--- config.mk ---
export PLATFORM = sky130hd
export DESIGN_NAME = vco_band_cal
export DESIGN_NICKNAME = d
export VERILOG_FILES = /design/src/rtl/vco_band_cal.sv
export SDC_FILE = /design/constraint.sdc
export NUM_CORES = 1
export LEC_CHECK = 0
export ABC_AREA = 1
export CAP_MARGIN = 20
export CORE_MARGIN = 2
export CORE_UTILIZATION = 41
export CTS_BUF_LIST = sky130_fd_sc_hd__clkbuf_2
export DETAILED_ROUTE_END_ITERATION = 8
export SLEW_MARGIN = 0
export SYNTH_ARGS = -nofsm -noshare
export SYNTH_HDL_FRONTEND = slang
export SYNTH_SLANG_ARGS = --single-unit
export TNS_END_PERCENT = 10
--- constraint.sdc ---
create_clock -name clk -period 1.7 [get_ports clk]
set_input_delay 0.17 -clock clk [delete_from_list [all_inputs] [get_ports clk]]
set_output_delay 0.17 -clock clk [all_outputs]
set_load 0.02 [all_outputs]
--- src/rtl/vco_band_cal.sv ---
// vco_band_cal: coarse VCO band calibration by successive approximation.
// Each of the five tune bits is trialled MSB first. A trial waits SETTLE
// cycles for the VCO to settle, counts VCO rising edges for WINDOW cycles,
// and then keeps or clears the trial bit depending on whether the count
// exceeds TARGET.
//
// Handshake: start is a single-cycle request with no ready signal. It is
// taken on the edge where the FSM is in IDLE or FINISH and is dropped
// otherwise. busy=1 marks the cycles in which requests are ignored, and
// done=1 stays high until the next accepted request or reset.
module vco_band_cal #(
   parameter int WINDOW       = 1000,
   parameter int SETTLE       = 64,
   parameter int TARGET       = 70,
   parameter int CNT_W        = 16,
   parameter int TUNE_DEFAULT = 15
) (
   input  logic             clk,
   input  logic             rst,
   input  logic             start,
   input  logic             vco_clk,
   output logic [4:0]       tune,
   output logic             vcoin_hold,
   output logic             busy,
   output logic             done,
   output logic             cal_err,
   output logic [CNT_W-1:0] last_count,
   output logic [2:0]       dbgState
);

   localparam int TMR_MAX = (WINDOW > SETTLE) ? WINDOW : SETTLE;
   localparam int TMR_W   = $clog2(TMR_MAX + 1);

   typedef enum logic [2:0] {
      ST_IDLE   = 3'd0,
      ST_SETTLE = 3'd1,
      ST_COUNT  = 3'd2,
      ST_DECIDE = 3'd3,
      ST_FINISH = 3'd4
   } stateT;

   stateT            state;
   stateT            nextState;
   logic             vcoSync1;
   logic             vcoSync2;
   logic             vcoSync3;
   logic             vcoRise;
   logic [TMR_W-1:0] timer;
   logic [CNT_W-1:0] edgeCnt;
   logic [2:0]       bitIdx;
   logic [4:0]       trialBit;
   logic [4:0]       decideTune;
   logic             settleDone;
   logic             windowDone;
   logic             aboveTarget;
   logic             startAccept;

   assign vcoRise     = vcoSync2 & ~vcoSync3;
   assign settleDone  = (timer == TMR_W'(SETTLE - 1));
   assign windowDone  = (timer == TMR_W'(WINDOW - 1));
   assign startAccept = start && ((state == ST_IDLE) || (state == ST_FINISH));
   assign trialBit    = 5'b00001 << bitIdx;

   // A saturated count means the true edge count is at least all-ones and
   // possibly far above it, so it is always treated as too fast.
   assign aboveTarget = (edgeCnt == '1) || (32'(edgeCnt) > TARGET);

   // Two-flop synchronizer plus a history flop for rising-edge detection.
   always_ff @(posedge clk or posedge rst) begin
      if (rst) begin
         vcoSync1 <= 1'b0;
         vcoSync2 <= 1'b0;
         vcoSync3 <= 1'b0;
      end else begin
         vcoSync1 <= vco_clk;
         vcoSync2 <= vcoSync1;
         vcoSync3 <= vcoSync2;
      end
   end

   // State register.
   always_ff @(posedge clk or posedge rst) begin
      if (rst) state <= ST_IDLE;
      else     state <= nextState;
   end

   // Next-state logic.
   always_comb begin
      nextState = state;
      case (state)
         ST_IDLE, ST_FINISH: if (start) nextState = ST_SETTLE;
         ST_SETTLE:          if (settleDone) nextState = ST_COUNT;
         ST_COUNT:           if (windowDone) nextState = ST_DECIDE;
         ST_DECIDE:          nextState = (bitIdx == 3'd0) ? ST_FINISH : ST_SETTLE;
         default:            nextState = ST_IDLE;
      endcase
   end

   // Resolve the current trial bit and arm the next lower one.
   always_comb begin
      decideTune = aboveTarget ? (tune & ~trialBit) : tune;
      decideTune = decideTune | (trialBit >> 1);
   end

   // Datapath: settle/window timer, edge counter, trial code and result.
   always_ff @(posedge clk or posedge rst) begin
      if (rst) begin
         tune       <= 5'(TUNE_DEFAULT);
         bitIdx     <= 3'd0;
         timer      <= '0;
         edgeCnt    <= '0;
         last_count <= '0;
      end else begin
         case (state)
            ST_IDLE, ST_FINISH: begin
               timer <= '0;
               if (startAccept) begin
                  tune   <= 5'b10000;
                  bitIdx <= 3'd4;
               end
            end
            ST_SETTLE: begin
               if (settleDone) begin
                  timer   <= '0;
                  edgeCnt <= '0;
               end else begin
                  timer <= timer + TMR_W'(1);
               end
            end
            ST_COUNT: begin
               timer <= windowDone ? '0 : timer + TMR_W'(1);
               if (vcoRise && (edgeCnt != '1)) edgeCnt <= edgeCnt + CNT_W'(1);
            end
            ST_DECIDE: begin
               last_count <= edgeCnt;
               tune       <= decideTune;
               if (bitIdx != 3'd0) bitIdx <= bitIdx - 3'd1;
            end
            default: timer <= '0;
         endcase
      end
   end

   // Outputs decoded from the state; done stays up for the whole FINISH stay.
   always_comb begin
      busy       = (state == ST_SETTLE) || (state == ST_COUNT) || (state == ST_DECIDE);
      vcoin_hold = busy;
      done       = (state == ST_FINISH);
      cal_err    = done && ((tune == 5'd0) || (tune == 5'd31));
      dbgState   = state;
   end

endmodule

==> metrics.md, run 1 <==
| Metric | Value |
|---|---|
| Hold Path Class | in2reg |
| TritonCTS Buffers | 5 |
| Avg Vias per Cell | 4.79 |
| Clk pin slew, worst setup/hold paths | 0.30 ns |
| CTS H-tree lvls | 2 |
| Setup TNS | 0 ns |
| Top-area cell type share of the netlist area | 0.420 |
| Longest Clk Path Bufs | 2 |
| Syn_nets | 431 |
| Vias in the first global route | 2677 |
| Gp weighted congestion | 0.860 |
| Iteration-0 DRC Markers | 154 |
| Final setup fails | 0 |
| PD cells | 1110 nW/µm² |
| Post-synth top flop | dfrtp_1 |
| Clock share of power | 0.135 |
| Synth async-reset ratio | 1.00 |
| Die width | 90.9 µm |
| Fin area | 3710 µm² |
| Status | finished clean |
| Syn Area/Cell | 7.40 µm² |
| Max Cap Violations | 0 |
| Sequential-to-total area share from yosys stat | 0.454 |
| Die area | 8270 µm² |
| ANT cells | 0 |
| Post-route DRC | 0 |
| Net switching power | 0.00183 W |
| Cell Rows | 31 |
| Fmax | 0.591 GHz |
| Synth area leader | dfrtp_1 |
| Clk sinks | 56 |
| Combinational power share | 0.472 |
| Netlist cell types | 35 |
| Fin worst setup slack | 0.00785 ns |
| DP Area | 3640 µm² |
| Ys Warns | 0 |
| CP Class | reg2out |
| Synth area leaders | dfrtp_1, nand2_1, nand3_1, nor2_1, inv_1 |
| Crit-path slowest cell | dfstp_2 |
| Arrival @ worst endpoint | 1.52 ns |
| Final WL | 6820 µm |
| All-layer global routing usage | 0.174 |
| Slowest cell delay on critical path | 0.46 ns |
| Root Buffer | clkbuf_2 |
| Pre-CTS setup slack | 0.0325 ns |
| Final min period | 1.69 ns |
| Startpoint types | flop |
| Setup crit end kind | output pin |
| Layout Nets | 481 |
| Post-Layout Cell Count | 569 |
| I/O pin count | 32 |
| RSZ-0062 raised after global routing | yes |
| Worst-margin pin slew | 0.334 ns |
| Initial Utilization | 0.425 |
| Fraction of final layout cells sized beyond drive strength 1 | 0.121 |
| Worst rel slew slack | 0.776 |
| Mapped Cells | 419 |
| R2R Setup Slk | 0.11 ns |
| IO buf count | 31 |
| Pre-antenna DRT Iters | 4 |
| CTS tree | built |
| First-pass GRT wire length | 12000 µm |
| Post-DP HPWL | 4940 µm |
| Post-synth EDFFs | 0 |
| Top-count cell post-synth | nand2_1 |
| Reg power frac | 0.393 |
| WP data required | 1.53 ns |
| Synth-to-layout area growth | 19.7% |
| Critical path cell sequence | nor4_1 > o211a_1 > buf_6 |
| Final Hold Viols | 0 |
| Vias | 2728 |
| Largest net degree at the start of global routing | 57 |
| Max VDD drop | 0.626 mV |
| Util after Layout | 0.509 |
| Number of routed nets with antenna violations | 0 |
| Worst skew pair latency | 0.47 ns |
| Skew final | 0.0295 ns |
| Post-Place Cells | 558 |
| Tcrit/Tclk final | 0.995 |
| Die Y | 90.9 µm |
| WL per Instance | 12.0 µm |
| Initial antenna violation count | 0 |
| Sw frac | 0.444 |
| Global route overflow | 0 |
| Post-synth top cells | nand2_1, nor2_1, dfrtp_1 |
| Crit-path max FO | 5 |
| Pins Over Slew Limit | 0 |
| Int Power | 0.00229 W |
| Synthesis-stage register bit count | 56 |
| CORE AREA | 7290 µm² |
| Cell Area, Synth | 3100 µm² |
| Leak pwr | 1.95 nW |
-- layout by cell type (no fill, tap or decap), types with 2 or more instances in the layout --
cell             netlist  layout
a21oi_1                5       5
buf_2                  3       2
buf_4                  2      21
buf_6                  1       2
clkbuf_2               0       5
clkdlybuf4s50_1        0       3
clkinvlp_4             0       2
dfrtp_1               52      51
dfstp_2                4       4
dlygate4sd2_1          0      20
dlymetal6s2s_1         0       4
ha_1                   8       8
inv_1                 45      42
inv_2                  1       4
nand2_1              137     137
nand3_1               42      42
nand3_2                3       2
nand4_1                7       7
nor2_1                53      50
nor2_2                 2       4
nor3_1                 7       7
o21ai_0               19      19
or2_2                  2       2
xor2_1                 6       6
-- per-layer routing --
metal | GRT usage | part of all wire | vias up
met3 | 0.0257 | 0.033 | 7
met2 | 0.293 | 0.46 | 46
met5 | 0 | 0 | -
met1 | 0.235 | 0.50 | 1254
li1 | - | - | 1421
met4 | 0.0480 | 0.011 | 0
-- through the flow --
step                hold slack, ns  total power (W)
floorplan                    0.201          0.00289
global placement             0.337          0.00360
detailed placement           0.337          0.00362
CTS                         0.0839          0.00413
global route                0.0926          0.00442
finish                       0.118          0.00412
-- power groups by stage --
stage	Clock, W	Combinational, W	Sequential, W
floorplan	0	0.00115	0.00174
CTS	0.000588	0.00192	0.00163
finish	0.000557	0.00194	0.00162
global placement	0	0.00196	0.00164
detailed placement	0	0.00197	0.00165
global route	0.000642	0.00214	0.00164
-- final cells by class --
class / instances / area, µm²
clock buffers: 5 / 25.0
clock inverters: 3 / 23.8
fillers: 775 / 3580
inverters: 46 / 173
multi-input cells: 306 / 1480
flip-flops and latches: 56 / 1410
well taps: 99 / 124
repair buffers: 54 / 475
-- worst paths after layout --
| path | from | to | cells past startpoint |
|---|---|---|---|
| min in group asynchronous | rst | last_count[6]$_DFFE_PP0P_ | 4 |
| setup / recovery | tune[3]$_DFFE_PP1P_ | cal_err | 3 |
| setup reg to reg | edgeCnt[1]$_DFFE_PP0P_ | edgeCnt[0]$_DFFE_PP0P_ | 9 |
| hold reg to reg | vcoSync1$_DFF_PP0_ | vcoSync2$_DFF_PP0_ | 0 |
| max in group asynchronous | rst | tune[1]$_DFFE_PP1P_ | 4 |
| hold / removal | vco_clk | vcoSync1$_DFF_PP0_ | 1 |
-- critical path, delay by kind of cell, from the launching register on --
family / cells / cell delay (ns)
flip-flops: 1 / 0.46
AO/OA/AOI/OAI: 1 / 0.19
AND/OR/NAND/NOR: 1 / 0.30
buffers and inverters: 1 / 0.11
-- what timing repair did --
| action | CTS | global route |
|---|---|---|
| setup buffers | 0 | 2 |
| gates resized for setup | 32 | 20 |
| pin swaps | 0 | 4 |
| hold buffers | 1 | 0 |
| hold endpoints to repair | 15 | 0 |
| setup endpoints to repair | 24 | 37 |
| gates cloned | 0 | 0 |
-- registers in the layout, summed over array words and instances (netlist names) --
signal and flops:
edgeCnt 16, last_count 16, timer 10, tune 5, bitIdx 3, dbgState 3
vcoSync1 1, vcoSync2 1, vcoSync3 1
-- cells by family after synthesis --
logic type	share of synthesized area
adder cells (fa/ha/maj)	0.0323
XOR/XNOR	0.0198
AO/OA/AOI/OAI	0.0618
flip-flops	0.454
AND/OR/NAND/NOR	0.357
buffers and inverters	0.0751
No activity file was read; power rests on OpenSTA's default activity.
==> run 2: changes to the inputs <==
CORE_MARGIN = 10   (was 2)
CTS_CLUSTER_SIZE = 25   (was unset)
TNS_END_PERCENT = unset   (was 10)
==> metrics.md, run 2 (same netlist as run 1, synthesis figures left out) <==
| Metric | Value |
|---|---|
| Worst-margin pin slew | 0.292 ns (was 0.334 ns) |
| Post-route DRC | 0 (unchanged) |
| Worst skew pair latency | 0.46 ns (was 0.47 ns) |
| CP delay by family, top | flip-flops (unchanged) |
| Final WL | 7430 µm (was 6820 µm) |
| All-layer global routing usage | 0.131 (was 0.174) |
| PD cells | 1140 nW/µm² (was 1110 nW/µm²) |
| GRT busiest layer | met2 (unchanged) |
| Reg power frac | 0.369 (was 0.393) |
| Setup crit end kind | output pin (unchanged) |
| Die width | 107 µm (was 90.9 µm) |
| Final Hold Slack | 0.123 ns (was 0.118 ns) |
| Number of routed nets with antenna violations | 0 (unchanged) |
| # fillers | 721 (was 775) |
| Crit-path slowest cell | dfrtp_1 (was dfstp_2) |
| Tcrit/Tclk final | 0.997 (was 0.995) |
| Pre-antenna DRT Iters | 5 (was 4) |
| Synth-to-layout area growth | 24.6% (was 19.7%) |
| Clk pin slew, worst setup/hold paths | 0.28 ns (was 0.30 ns) |
| Post-DP HPWL | 5340 µm (was 4940 µm) |
| RSZ-0062 raised after global routing | yes (unchanged) |
| Sw frac | 0.437 (was 0.444) |
| Final setup fails | 0 (unchanged) |
| Leak pwr | 2.16 nW (was 1.95 nW) |
| Final Hold Viols | 0 (unchanged) |
| Global route overflow | 0 (unchanged) |
| Cell Rows | 31 (unchanged) |
| ANT cells | 0 (unchanged) |
| Crit-path max FO | 2 (was 5) |
| Met1 Use GR | 0.169 (was 0.235) |
| Hold path endpoint | vcoSync1$_DFF_PP0_ (unchanged) |
| Clk sinks | 56 (unchanged) |
| Longest Clk Path Bufs | 2 (unchanged) |
| Int Power | 0.00248 W (was 0.00229 W) |
| Die Y | 107 µm (was 90.9 µm) |
| Commonest non-fill, non-tap cell in the layout | nand2_1 (unchanged) |
| CTS tree | built (unchanged) |
| TritonCTS Buffers | 5 (unchanged) |
| Post-Layout Cell Count | 579 (was 569) |
| Pins Over Slew Limit | 0 (unchanged) |
| Vias | 2806 (was 2728) |
| Startpoint types | flop (unchanged) |
| Avg Vias per Cell | 4.85 (was 4.79) |
| Global Route met2 Usage | 0.208 (was 0.293) |
| Most frequent cells in the layout | nand2_1, dfrtp_1, nor2_1, inv_1, nand3_1 (unchanged) |
| Util after Layout | 0.530 (was 0.509) |
| WL per Instance | 12.8 µm (was 12.0 µm) |
| CTS H-tree lvls | 2 (unchanged) |
| Reg2reg end | edgeCnt[9]$_DFFE_PP0P_ (was edgeCnt[0]$_DFFE_PP0P_) |
| Net switching power | 0.00193 W (was 0.00183 W) |
| R2R Setup Slk | 0.10 ns (was 0.11 ns) |
| Fraction of final layout cells sized beyond drive strength 1 | 0.150 (was 0.121) |
| Initial Utilization | 0.425 (unchanged) |
| Status | finished clean (unchanged) |
| Final min period | 1.70 ns (was 1.69 ns) |
| Largest registers | edgeCnt x16, last_count x16, timer x10 (unchanged) |
| Fmax | 0.590 GHz (was 0.591 GHz) |
| Reg-to-Reg Start | edgeCnt[1]$_DFFE_PP0P_ (unchanged) |
| CP Class | reg2out (unchanged) |
| Initial antenna violation count | 0 (unchanged) |
| Die area | 11400 µm² (was 8270 µm²) |
| Setup TNS | 0 ns (unchanged) |
| Skew final | 0.0219 ns (was 0.0295 ns) |
| IO buf count | 31 (unchanged) |
| Flip-flop and latch area | 1410 µm² (unchanged) |
| Max Cap Violations | 0 (unchanged) |
| Pre-CTS setup slack | 0.00294 ns (was 0.0325 ns) |
| Gp weighted congestion | 0.879 (was 0.860) |
| Layout Nets | 491 (was 481) |
| Hold path depth | 1 (unchanged) |
| Vias in the first global route | 2673 (was 2677) |
| Slowest cell delay on critical path | 0.46 ns (about the same) |
| Root Buffer | clkbuf_2 (unchanged) |
| CP Buf/Inv Count | 2 (was 1) |
| FF-to-FF path depth | 9 (unchanged) |
| Clock share of power | 0.116 (was 0.135) |
| Multi-input gate area | 1520 µm² (was 1480 µm²) |
| Critical path cell sequence | nor2_2 > inv_2 > nor2_4 > o211a_1 > buf_6 (was nor4_1 > o211a_1 > buf_6) |
| Arrival @ worst endpoint | 1.53 ns (was 1.52 ns) |
| CORE AREA | 7290 µm² (unchanged) |
| WP data required | 1.53 ns (about the same) |
| I/O pin count | 32 (unchanged) |
| Post-Place Cells | 560 (was 558) |
| Combinational power share | 0.515 (was 0.472) |
| First-pass GRT wire length | 12600 µm (was 12000 µm) |
| Max VDD drop | 0.800 mV (was 0.626 mV) |
| Worst rel slew slack | 0.805 (was 0.776) |
| Iteration-0 DRC Markers | 134 (was 154) |
| Hold path start | vco_clk (unchanged) |
| M3 GR Usage | 0.0389 (was 0.0257) |
| Largest net degree at the start of global routing | 49 (was 57) |
| Fin worst setup slack | 0.00490 ns (was 0.00785 ns) |
| Hold Path Class | in2reg (unchanged) |
-- run 2: changes by cell type in the layout (fill, tap and decap cells not counted), sizes merged --
cell          previous run  this run
nand2                  139       140
buf                     26        35
dlygate4sd2             20         8
clkbuf                   5         6
dlymetal6s2s             4        15
clkinvlp                 2         0
clkinv                   1         3
-- run 2: power groups by stage --
| stage | Sequential (W) | Combinational, W | Clock (W) |
|---|---|---|---|
| 2_1_floorplan | 0.00174 | 0.00115 | 0 |
| 3_3_place_gp | 0.00164 | 0.00199 | 0 |
| 3_5_place_dp | 0.00165 | 0.00199 | 0 |
| 4_1_cts | 0.00163 | 0.00195 | 0.000550 |
| 5_1_grt | 0.00165 | 0.00250 | 0.000604 |
| 6_report | 0.00163 | 0.00227 | 0.000512 |
-- run 2: final cells by class --
class / instances / share of cell area
Clock buffer: 5 / 0.00648
Sequential cell: 56 / 0.364
Multi-Input combinational cell: 307 / 0.394
Timing Repair Buffer: 63 / 0.155
Inverter: 46 / 0.0447
Clock inverter: 3 / 0.00356
Tap cell: 99 / 0.0321
-- run 2: worst max-delay path by stage --
| stage | startpoint | endpoint | slack [ns] | cells after the start |
|---|---|---|---|---|
| 2_1_floorplan | dbgState[1]$_DFFE_PP0P_ | cal_err | 0.12 | 4 |
| 3_5_place_dp | dbgState[1]$_DFFE_PP0P_ | cal_err | 0.003 | 5 |
| 4_1_cts | dbgState[1]$_DFFE_PP0P_ | cal_err | -0.02 | 5 |
| 6_report | dbgState[0]$_DFFE_PP0P_ | cal_err | 0.005 | 5 |
| 5_1_grt | dbgState[0]$_DFFE_PP0P_ | cal_err | -0.11 | 5 |
| 3_3_place_gp | dbgState[1]$_DFFE_PP0P_ | cal_err | 0.06 | 5 |
-- run 2: worst reg2reg max path, stage by stage, from the launching register on --
cell and delay (ns):
dfrtp_1 0.47, ha_2 0.22, nand2_2 0.08, nor2_4 0.13, nand4_1 0.11, nand2_2 0.13, nand2_4 0.12, buf_6 0.16
nand3_1 0.07, nand2_1 0.05
-- run 2: timing repair --
action,4_1_cts,5_1_grt
endpoints found under the setup margin,13,47
endpoints found under the hold margin,4,0
gates cloned,0,1
pin swaps,0,10
setup buffers,0,9
gates resized for setup,26,40
hold buffers,1,0
-- run 2: per-layer routing --
| layer | share of wire | routed length [µm] | vias up |
|---|---|---|---|
| met1 | 0.47 | 3520 | 1295 |
| met3 | 0.058 | 430 | 8 |
| met2 | 0.46 | 3400 | 61 |
| met5 | 0 | 0 | - |
| met4 | 0.011 | 85 | 0 |
| li1 | - | - | 1442 |
-- run 2: metrics by stage --
stage | instance area (µm²) | power [W]
global placement | 3650 | 0.00363
global route | 3860 | 0.00476
floorplan | 3100 | 0.00289
finish | 3860 | 0.00441
detailed placement | 3650 | 0.00364
CTS | 3690 | 0.00413
